===== src/rtl/posit_encode_sum_es3.sv =====
`default_nettype none
// ============================================================================
//  Module   : posit_encode_sum_es3
//  Purpose  : Pipelined encoder that packs a raw ES3 sum (sign, scale,
//             fraction, inf, zero) into a 32-bit posit word. It builds the
//             regime and exponent, rounds to nearest even with sticky,
//             saturates, and negates the word for negative values.
//  Ports    : clk          - rising-edge clock
//             rst          - asynchronous active-high reset
//             start        - operand valid, one operand per cycle
//             in[41:0]     - raw sum {sgn, scale[8:0], frac[29:0], inf, zero}
//             truncated_in - upstream lost bits (joins the sticky bit)
//             result[31:0] - encoded posit (holds while done is low)
//             done         - result valid, 3 cycles after start
//             inexact      - result differs from the exact input
//  Revision : 1.0 - initial release
// ============================================================================
module posit_encode_sum_es3 #(
  parameter int N        = 32,
  parameter int ES       = 3,
  parameter int FBITS    = 30,
  parameter int SW       = 9,
  parameter int MAXSCALE = (N - 2) * (2 ** ES)
) (
  input  logic                        clk,
  input  logic                        rst,
  input  logic                        start,
  input  logic [1+SW+FBITS+2-1:0]     in,
  input  logic                        truncated_in,
  output logic [N-1:0]                result,
  output logic                        done,
  output logic                        inexact
);

  localparam int IW  = 1 + SW + FBITS + 2;
  // Working string: room for the longest regime run plus the terminator,
  // exponent and fraction, so nothing meaningful falls off the bottom.
  localparam int M   = (N - 1) + 1 + ES + FBITS + 1;
  localparam int PAD = M - (1 + ES + FBITS);

  localparam logic signed [SW:0] MAXS = (SW+1)'(MAXSCALE);
  localparam logic signed [SW:0] MINS = -MAXS;

  localparam logic [2:0] C_NORM = 3'd0;
  localparam logic [2:0] C_INF  = 3'd1;
  localparam logic [2:0] C_ZERO = 3'd2;
  localparam logic [2:0] C_OVF  = 3'd3;
  localparam logic [2:0] C_UNF  = 3'd4;

  // ---------------------------------------------------------------- stage 0
  logic          v0;
  logic [IW-1:0] in_q;
  logic          trunc0;

  always_ff @(posedge clk or posedge rst) begin
    if (rst) begin
      v0     <= 1'b0;
      in_q   <= '0;
      trunc0 <= 1'b0;
    end else begin
      // Case equality so an unknown start never launches an operand.
      v0     <= (start === 1'b1);
      in_q   <= in;
      trunc0 <= truncated_in;
    end
  end

  // ---------------------------------------------------------------- stage 1
  logic signed [SW-1:0] scale_w;
  logic signed [SW:0]   scale_ext;
  logic signed [SW-1:0] k_w;
  logic [2:0]           cls_w;

  assign scale_w   = in_q[IW-2 -: SW];
  assign scale_ext = {scale_w[SW-1], scale_w};
  assign k_w       = scale_w >>> ES;

  always_comb begin
    cls_w = C_NORM;
    if (in_q[1])               cls_w = C_INF;
    else if (in_q[0])          cls_w = C_ZERO;
    else if (scale_ext > MAXS) cls_w = C_OVF;
    else if (scale_ext < MINS) cls_w = C_UNF;
  end

  logic             v1, sgn1, trunc1;
  logic [2:0]       cls1;
  logic [SW-1:0]    k1;
  logic [ES-1:0]    e1;
  logic [FBITS-1:0] frac1;

  always_ff @(posedge clk or posedge rst) begin
    if (rst) begin
      v1     <= 1'b0;
      sgn1   <= 1'b0;
      trunc1 <= 1'b0;
      cls1   <= C_NORM;
      k1     <= '0;
      e1     <= '0;
      frac1  <= '0;
    end else begin
      v1     <= v0;
      sgn1   <= in_q[IW-1];
      trunc1 <= trunc0;
      cls1   <= cls_w;
      k1     <= k_w;
      e1     <= scale_w[ES-1:0];
      frac1  <= in_q[FBITS+1:2];
    end
  end

  // ---------------------------------------------------------------- stage 2
  // The regime is a run of fill bits followed by an opposite terminator.
  // The terminator, exponent and fraction are placed at the top of the
  // string and shifted right by the run length while the vacated top bits
  // are filled with the run value.
  logic          fill_w;
  logic [SW-1:0] run_w;
  logic [M-1:0]  base_w;
  logic [M-1:0]  shifted_w;

  always_comb begin
    fill_w    = ~k1[SW-1];
    run_w     = k1[SW-1] ? (~k1 + SW'(1)) : (k1 + SW'(1));
    base_w    = {k1[SW-1], e1, frac1, {PAD{1'b0}}};
    shifted_w = (base_w >> run_w) | (fill_w ? ~({M{1'b1}} >> run_w) : '0);
  end

  logic         v2, sgn2, guard2, sticky2;
  logic [2:0]   cls2;
  logic [N-2:0] mag2;

  always_ff @(posedge clk or posedge rst) begin
    if (rst) begin
      v2      <= 1'b0;
      sgn2    <= 1'b0;
      guard2  <= 1'b0;
      sticky2 <= 1'b0;
      cls2    <= C_NORM;
      mag2    <= '0;
    end else begin
      v2      <= v1;
      sgn2    <= sgn1;
      cls2    <= cls1;
      mag2    <= shifted_w[M-1 -: N-1];
      guard2  <= shifted_w[M-N];
      sticky2 <= (|shifted_w[M-N-1:0]) | trunc1;
    end
  end

  // ---------------------------------------------------------------- stage 3
  logic         rnd_up;
  logic [N-1:0] sum_w;
  logic [N-2:0] mag_f;
  logic [N-1:0] pos_w;
  logic         inx_w;

  always_comb begin
    rnd_up = guard2 & (mag2[0] | sticky2);
    sum_w  = {1'b0, mag2} + {{(N-1){1'b0}}, rnd_up};
    mag_f  = sum_w[N-2:0];
    inx_w  = guard2 | sticky2;
    // Rounding past maxpos saturates; a nonzero value never collapses to 0.
    if (sum_w[N-1])       mag_f = {(N-1){1'b1}};
    else if (sum_w == '0) mag_f = {{(N-2){1'b0}}, 1'b1};
    case (cls2)
      C_OVF: begin
        mag_f = {(N-1){1'b1}};
        inx_w = 1'b1;
      end
      C_UNF: begin
        mag_f = {{(N-2){1'b0}}, 1'b1};
        inx_w = 1'b1;
      end
      default: ;
    endcase
    pos_w = sgn2 ? (~{1'b0, mag_f} + N'(1)) : {1'b0, mag_f};
    if (cls2 == C_INF) begin
      pos_w = {1'b1, {(N-1){1'b0}}};
      inx_w = 1'b0;
    end else if (cls2 == C_ZERO) begin
      pos_w = '0;
      inx_w = 1'b0;
    end
  end

  always_ff @(posedge clk or posedge rst) begin
    if (rst) begin
      done    <= 1'b0;
      result  <= '0;
      inexact <= 1'b0;
    end else begin
      done <= v2;
      if (v2) begin
        result  <= pos_w;
        inexact <= inx_w;
      end
    end
  end

endmodule
`default_nettype wire


===== config.mk =====
export PLATFORM = sky130hd
export DESIGN_NAME = posit_encode_sum_es3
export DESIGN_NICKNAME = d
export VERILOG_FILES = /design/src/rtl/posit_encode_sum_es3.sv
export SDC_FILE = /design/constraint.sdc
export NUM_CORES = 1
export LEC_CHECK = 0
export BUFFER_PORTS_ARGS = -buffer_cell sky130_fd_sc_hd__buf_2
export CORE_MARGIN = 2
export CORE_UTILIZATION = 40
export DETAILED_ROUTE_END_ITERATION = 10
export PLACE_DENSITY = 0.66
export RECOVER_POWER = 50
export SYNTH_ARGS = -nofsm -noshare
export SYNTH_HDL_FRONTEND = slang
export SYNTH_SLANG_ARGS = --single-unit

===== constraint.sdc =====
create_clock -name clk -period 9.42 [get_ports clk]
set_input_delay 1.413 -clock clk [delete_from_list [all_inputs] [get_ports clk]]
set_output_delay 1.413 -clock clk [all_outputs]
set_load 0.01 [all_outputs]

# Word-level counts from Yosys, hierarchy flattened

Index checks and enable logic that the tools add are counted.

Shift-type cells: 2
Add/subtract/negate cells: 4
Reduce and logical (&&, ||, !) cells: 3
Order comparisons: 2
Equal/unequal tests: 5
Bitwise gates (word level): 8
Multiply operators: 0
Divide/modulo/power cells: 0
Muxes and demuxes: 15

Operator list:

| kind                                                 | count |
|---|---|
| 2-to-1 mux 32 bit                                    | 3 |
| 2-to-1 mux 66 bit                                    | 1 |
| NOT 66 bit                                           | 1 |
| bitwise OR 66 bit                                    | 1 |
| >> shifter 66 x 9 -> 66 bit                          | 1 |
| >> shifter 66 x 9 -> 66 bit (first input constant)   | 1 |
| 2-to-1 mux 31 bit                                    | 2 |
| one-hot mux 31 bit (2 select lines)                  | 1 |
| OR reduction 34 bit                                  | 1 |
| adder 31 x 1 -> 32 bit                               | 1 |
| adder 32 x 1 -> 32 bit (second input constant)       | 1 |
| zero test 32 bit                                     | 1 |
| NOT 31 -> 32 bit                                     | 1 |
| 2-to-1 mux 3 bit                                     | 4 |
| adder 9 x 1 -> 9 bit (second input constant)         | 1 |
| > comparator 9 bit (second input constant)           | 1 |
| < comparator 9 bit (second input constant)           | 1 |
| 2-to-1 mux 9 bit                                     | 1 |
| NOT 9 bit                                            | 1 |
| adder 6 x 2 -> 7 bit (second input constant)         | 1 |
| equality test 3 x 2 -> 1 bit (second input constant) | 2 |
| equality test 3 x 1 -> 1 bit (second input constant) | 1 |
| equality test 3 bit (second input constant)          | 1 |
| 2-to-1 mux 1 bit                                     | 3 |
| 4 further kinds                                      | 6 |

Bits in latches: 0
Memories kept: 0
Bits of input ports: 46
Logic and storage cells: 58
RAM bits: 0
ROM bits: 0
Output and inout port bits: 34
Flip-flop bits (word level): 161

# Longest topological paths before layout

Depth in word-level cells: 12
Depth in mapped cells: 23
Mapped depth without buffers: 20

# Worst setup path before layout

No wires, ideal clock.

Path type: reg2reg
Start point: register sticky2
End point: register result[30]
Clock period less this slack: 4.800 ns
Buffers on the path: 3
Data arrival time: 4.679 ns
Required time: 9.299 ns
Slack: 4.620 ns
Stages on the path, launching flop included: 22
Library setup time: 0.121 ns
Cells stage by stage: dfrtp_1 -> o21a_1 -> ha_1 -> ha_1 -> buf_2 -> nand3_1 -> or2_2 -> clkbuf_1 -> nor3_1 -> o31ai_1 -> nand4_1 -> buf_1 -> o21a_1 -> ha_1 -> and3_1 -> a22oi_1 -> o31a_1 -> nand4b_1 -> or4b_1 -> o41ai_2 -> xor2_1 -> a22o_1

Cells in the longest elaborated chain, start to end: 12

Ends and longest elaborated chain:

| element                                 | RTL line | text |
|---|---|---|
| start: declaration                      | 129      | `logic v2, sgn2, guard2, sticky2;` |
| start signal: assignment                | 147      | `sticky2 <= (\|shifted_w[M-N-1:0]) \| trunc1;` |
| bitwise OR 1 bit (*)                    | 159      | `rnd_up = guard2 & (mag2[0] \| sticky2);` |
| bitwise AND 1 bit (*)                   | 159      |  |
| adder 31 x 1 -> 32 bit (*)              | 160      | `sum_w = {1'b0, mag2} + {{(N-1){1'b0}}, rnd_up};` |
| zero test 32 bit                        | 165      | `else if (sum_w == '0) mag_f = {{(N-2){1'b0}}, 1'b1};` |
| 2-to-1 mux 31 bit                       | 165      |  |
| 2-to-1 mux 31 bit (*)                   | 164      | `if (sum_w[N-1]) mag_f = {(N-1){1'b1}};` |
| one-hot mux 31 bit (2 select lines) (*) | 166      | `case (cls2)` |
| NOT 31 -> 32 bit                        | 177      | `pos_w = sgn2 ? (~{1'b0, mag_f} + N'(1)) : {1'b0, mag_f};` |
| adder 32 x 1 -> 32 bit                  | 177      |  |
| 2-to-1 mux 32 bit (*)                   | 177      |  |
| 2-to-1 mux 32 bit (*)                   | 181      | `end else if (cls2 == C_ZERO) begin` |
| 2-to-1 mux 32 bit (*)                   | 178      | `if (cls2 == C_INF) begin` |
| end signal: assignment                  | 195      | `result <= pos_w;` |
| end: declaration                        | 30       | `output logic [N-1:0] result,` |

Mark *: on every way between the ends. The rest lies on a longest branch, timed or not.
A chain may end at the register's enable or synchronous reset.

# Final worst setup path

Start point: register mag2[0]
End point: register result[30]

Cells in the longest elaborated chain, start to end: 12

Ends and longest elaborated chain:

| element                                 | RTL line | text |
|---|---|---|
| start: declaration                      | 131      | `logic [N-2:0] mag2;` |
| start signal: assignment                | 145      | `mag2 <= shifted_w[M-1 -: N-1];` |
| bitwise OR 1 bit                        | 159      |  |
| bitwise AND 1 bit                       | 159      |  |
| adder 31 x 1 -> 32 bit (*)              | 160      |  |
| zero test 32 bit                        | 165      |  |
| 2-to-1 mux 31 bit                       | 165      |  |
| 2-to-1 mux 31 bit (*)                   | 164      |  |
| one-hot mux 31 bit (2 select lines) (*) | 166      |  |
| NOT 31 -> 32 bit                        | 177      |  |
| adder 32 x 1 -> 32 bit                  | 177      |  |
| 2-to-1 mux 32 bit (*)                   | 177      |  |
| 2-to-1 mux 32 bit (*)                   | 181      |  |
| 2-to-1 mux 32 bit (*)                   | 178      |  |

Marks and branches as above.

==> impl_metrics.env <==
export IMPL_outcome="complete, but fails checks"
export IMPL_violations="max-capacitance violations, max-slew violations"
export IMPL_overflow=0
export IMPL_wirelength_um=25860
export IMPL_start_kind="register"
export IMPL_grt_antenna_before_repair=0
export IMPL_layout_common_cells="161 x dfrtp_1, 75 x buf_2, 73 x nor2_1"
export IMPL_finalCritPeriodShare_pct=57.50
export IMPL_routabilityCongestion=0.9262
export IMPL_path_class="register to register"
export IMPL_grt_setup_unrepaired="no"
export IMPL_hold_viol=0
export IMPL_pre_cts_ws_ns=4.121
export IMPL_cp_required_ns=9.75
export IMPL_cts_resized=0
export IMPL_grt_pass1_vias=7725
export IMPL_tightest_slew_ns=3.196
export IMPL_netlist_area_um2=9836
export IMPL_ys_ff_latch=161
export IMPL_vdd_drop_max_uv=99.19
export IMPL_synth_flop_cell="dfrtp_1"
export IMPL_synth_nets=1074
export IMPL_grt_max_degree=84
export IMPL_synth_seq_area_share_pct=40.96
export IMPL_yosys_warnings=0
export IMPL_routedWlPerCell_um=18.50
export IMPL_cap_viol_max_count=2
export IMPL_via_per_inst=5.935
export IMPL_async_reset_ff_share_pct=100.0
export IMPL_remaining_drc_errors=0
export IMPL_nNetsFinal=1113
export IMPL_cts_setup_buffers=0
export IMPL_portBuffers=79
export IMPL_drt_iter0_markers=881
export IMPL_cts_htree_levels=4
export IMPL_initial_core_util_pct=40.56
export IMPL_core_area_um2=24250
export IMPL_finalWorstSetupSlack_ns=4.004
export IMPL_synth_edff_count=0
export IMPL_r2r_cells=17
export IMPL_syn2layout_area_growth_pct=12.36
export IMPL_cts_buffers=17
export IMPL_dieHeight_um=160.8
export IMPL_p_leak_uw=0.004600
export IMPL_max_slew_margin_rel_pct=-114.2
export IMPL_cts_sinks=161
export IMPL_drtAntennaViolNets=0
export IMPL_clockBufferDepth=2
export IMPL_timing_fmax_mhz=184.6
export IMPL_min_path_cells=0
export IMPL_dp_hpwl_um=18750
export IMPL_synthCells=1022
export IMPL_n_antenna_cell=0
export IMPL_vias=8297
export IMPL_avgSynthCellArea_um2=9.624
export IMPL_setup_worst_path_end_class="register"
export IMPL_mostFrequentLayoutCell="dfrtp_1"
export IMPL_drive_gt1_share_pct=17.60
export IMPL_fin_worst_skew_ns=0.02141
export IMPL_die_w_um=160.8
export IMPL_cts_tree="done"
export IMPL_fp_row_count=57
export IMPL_grtUsageTotal_pct=20.46
export IMPL_slew_viol_final=126
export IMPL_p_per_area_nw_per_um2=198.7
export IMPL_finalSetupViolations=0
export IMPL_dieArea_um2=25860
export IMPL_ios=80
export IMPL_drt_pass1_iter_count=5
export IMPL_path_clk_slew_ns=0.08
export IMPL_cp_max_fo=12
export IMPL_synth_cell_types=77
export IMPL_tns_ns=0
export IMPL_grt_pass1_wl_um=42430
export IMPL_cp_arrival_ns=5.74
export IMPL_clock_latency_ns=0.45
export IMPL_fin_crit_ns=5.416
export IMPL_ctsHoldBuffers=0
export IMPL_root_buffer="clkbuf_16"
export IMPL_hold_path_class="register to register"
[routing by layer]
| metal | track usage (%) | part of all wire [%] | up-vias |
|---|---|---|---|
| met4 | 8.036 | 2.6 | 0 |
| li1 | - | - | 3955 |
| met2 | 33.07 | 47 | 288 |
| met1 | 27.86 | 46 | 4005 |
| met3 | 3.022 | 4.5 | 49 |
| met5 | 0 | 0 | - |
[per-stage QoR]
stage | power [uW] | instances | instance area (um2) | utilization (%) | hold slack, ns
detailed placement | 1493 | 1366 | 10460 | 43.14 | 0.3347
global route | 2318 | 1398 | 11050 | 45.58 | 0.3581
floorplan | 1314 | 1022 | 9836 | - | 0.3312
global placement | 1488 | 1366 | 10460 | 43.14 | 0.3322
finish | 2196 | 1398 | 11050 | 45.58 | 0.3472
CTS | 2205 | 1398 | 11070 | 45.65 | 0.3502
[cell families (layout without fill, tap and decap cells)]
group,after synthesis,after routing,synth area share [%]
adders and majority gates,6,6,0.7632
AOI/OAI and AO/OA,285,285,19.70
xor gates and xnor gates,38,38,3.384
DFF,161,161,40.96
and+or+nand+nor,343,343,18.33
buffers and inverters,97,149,4.172
muxes,92,92,12.68
[Yosys cell counts (all sizes together) (10+ instances only)]
cell	instances	area [um2]
a21oi	69	345.3
o2bb2ai	11	96.34
and3	12	75.07
inv	19	71.31
or3	12	75.07
buf	28	151.4
o211ai	15	112.6
xnor2	25	219.0
nor3	27	140.1
a21o	10	75.07
nor4	14	87.58
nor2	73	274.0
dfrtp	161	4029
a22o	10	87.58
nand4	20	146.4
o21ai	44	220.2
mux4	25	563.0
nand2	71	269.0
mux2	11	123.9
mux2i	56	560.5
xor2	13	113.9
o22ai	17	106.4
clkbuf	50	187.7
or2	10	62.56
and4	10	87.58
nand3	50	250.2
a31oi	21	131.4
[flip-flops by register name (all words and copies together), names as in the netlist]
name / flops
sgn2: 1
sticky2: 1
in_q: 42
done: 1
v1: 1
v2: 1
k1: 6
inexact: 1
sgn1: 1
guard2: 1
trunc1: 1
result: 32
frac1: 30
v0: 1
trunc0: 1
cls1: 3
e1: 3
cls2: 3
mag2: 31
[where the power goes]
| group | switching (uW) | internal, uW | total, uW |
|---|---|---|---|
| sequential | 85.2 | 767 | 852 |
| combinational | 380 | 258 | 637 |
| clock | 345 | 362 | 706 |
[worst paths after layout]
kind	from	endpoint	slack (ns)
min in group asynchronous	rst	frac1[1]$_DFF_PP0_	1.86
setup / recovery	mag2[0]$_DFF_PP0_	result[30]$_DFFE_PP0P_	4.00
setup reg to reg	mag2[0]$_DFF_PP0_	result[30]$_DFFE_PP0P_	4.00
hold reg to reg	in_q[17]$_DFF_PP0_	frac1[15]$_DFF_PP0_	0.35
hold / removal	in_q[17]$_DFF_PP0_	frac1[15]$_DFF_PP0_	0.35
max in group asynchronous	rst	result[3]$_DFFE_PP0P_	5.42
[cell type report]
type,instances,area (um2)
fillers,2392,13200
multi-input cells,764,5411
flip-flops and latches,161,4029
repair buffers,98,525.5
clock buffers,17,425.4
well taps,324,405.4
clock inverters,15,182.7
inverters,19,72.57
[critical path: stages (launching register included)]
cell and delay, ns:
dfrtp_1 0.37, o21a_1 0.12, ha_1 0.25, ha_1 0.37, nand3_1 0.21, or2_2 0.42
nor3_1 0.42, o31ai_1 0.11, nand4_1 0.38, o21a_1 0.22, ha_1 0.24, inv_1 0.08
o31a_1 0.31, nand4b_1 0.36, or4b_1 0.70, o41ai_2 0.39, xor2_1 0.10, a22o_1 0.20
(Power assumes the default switching activity.)
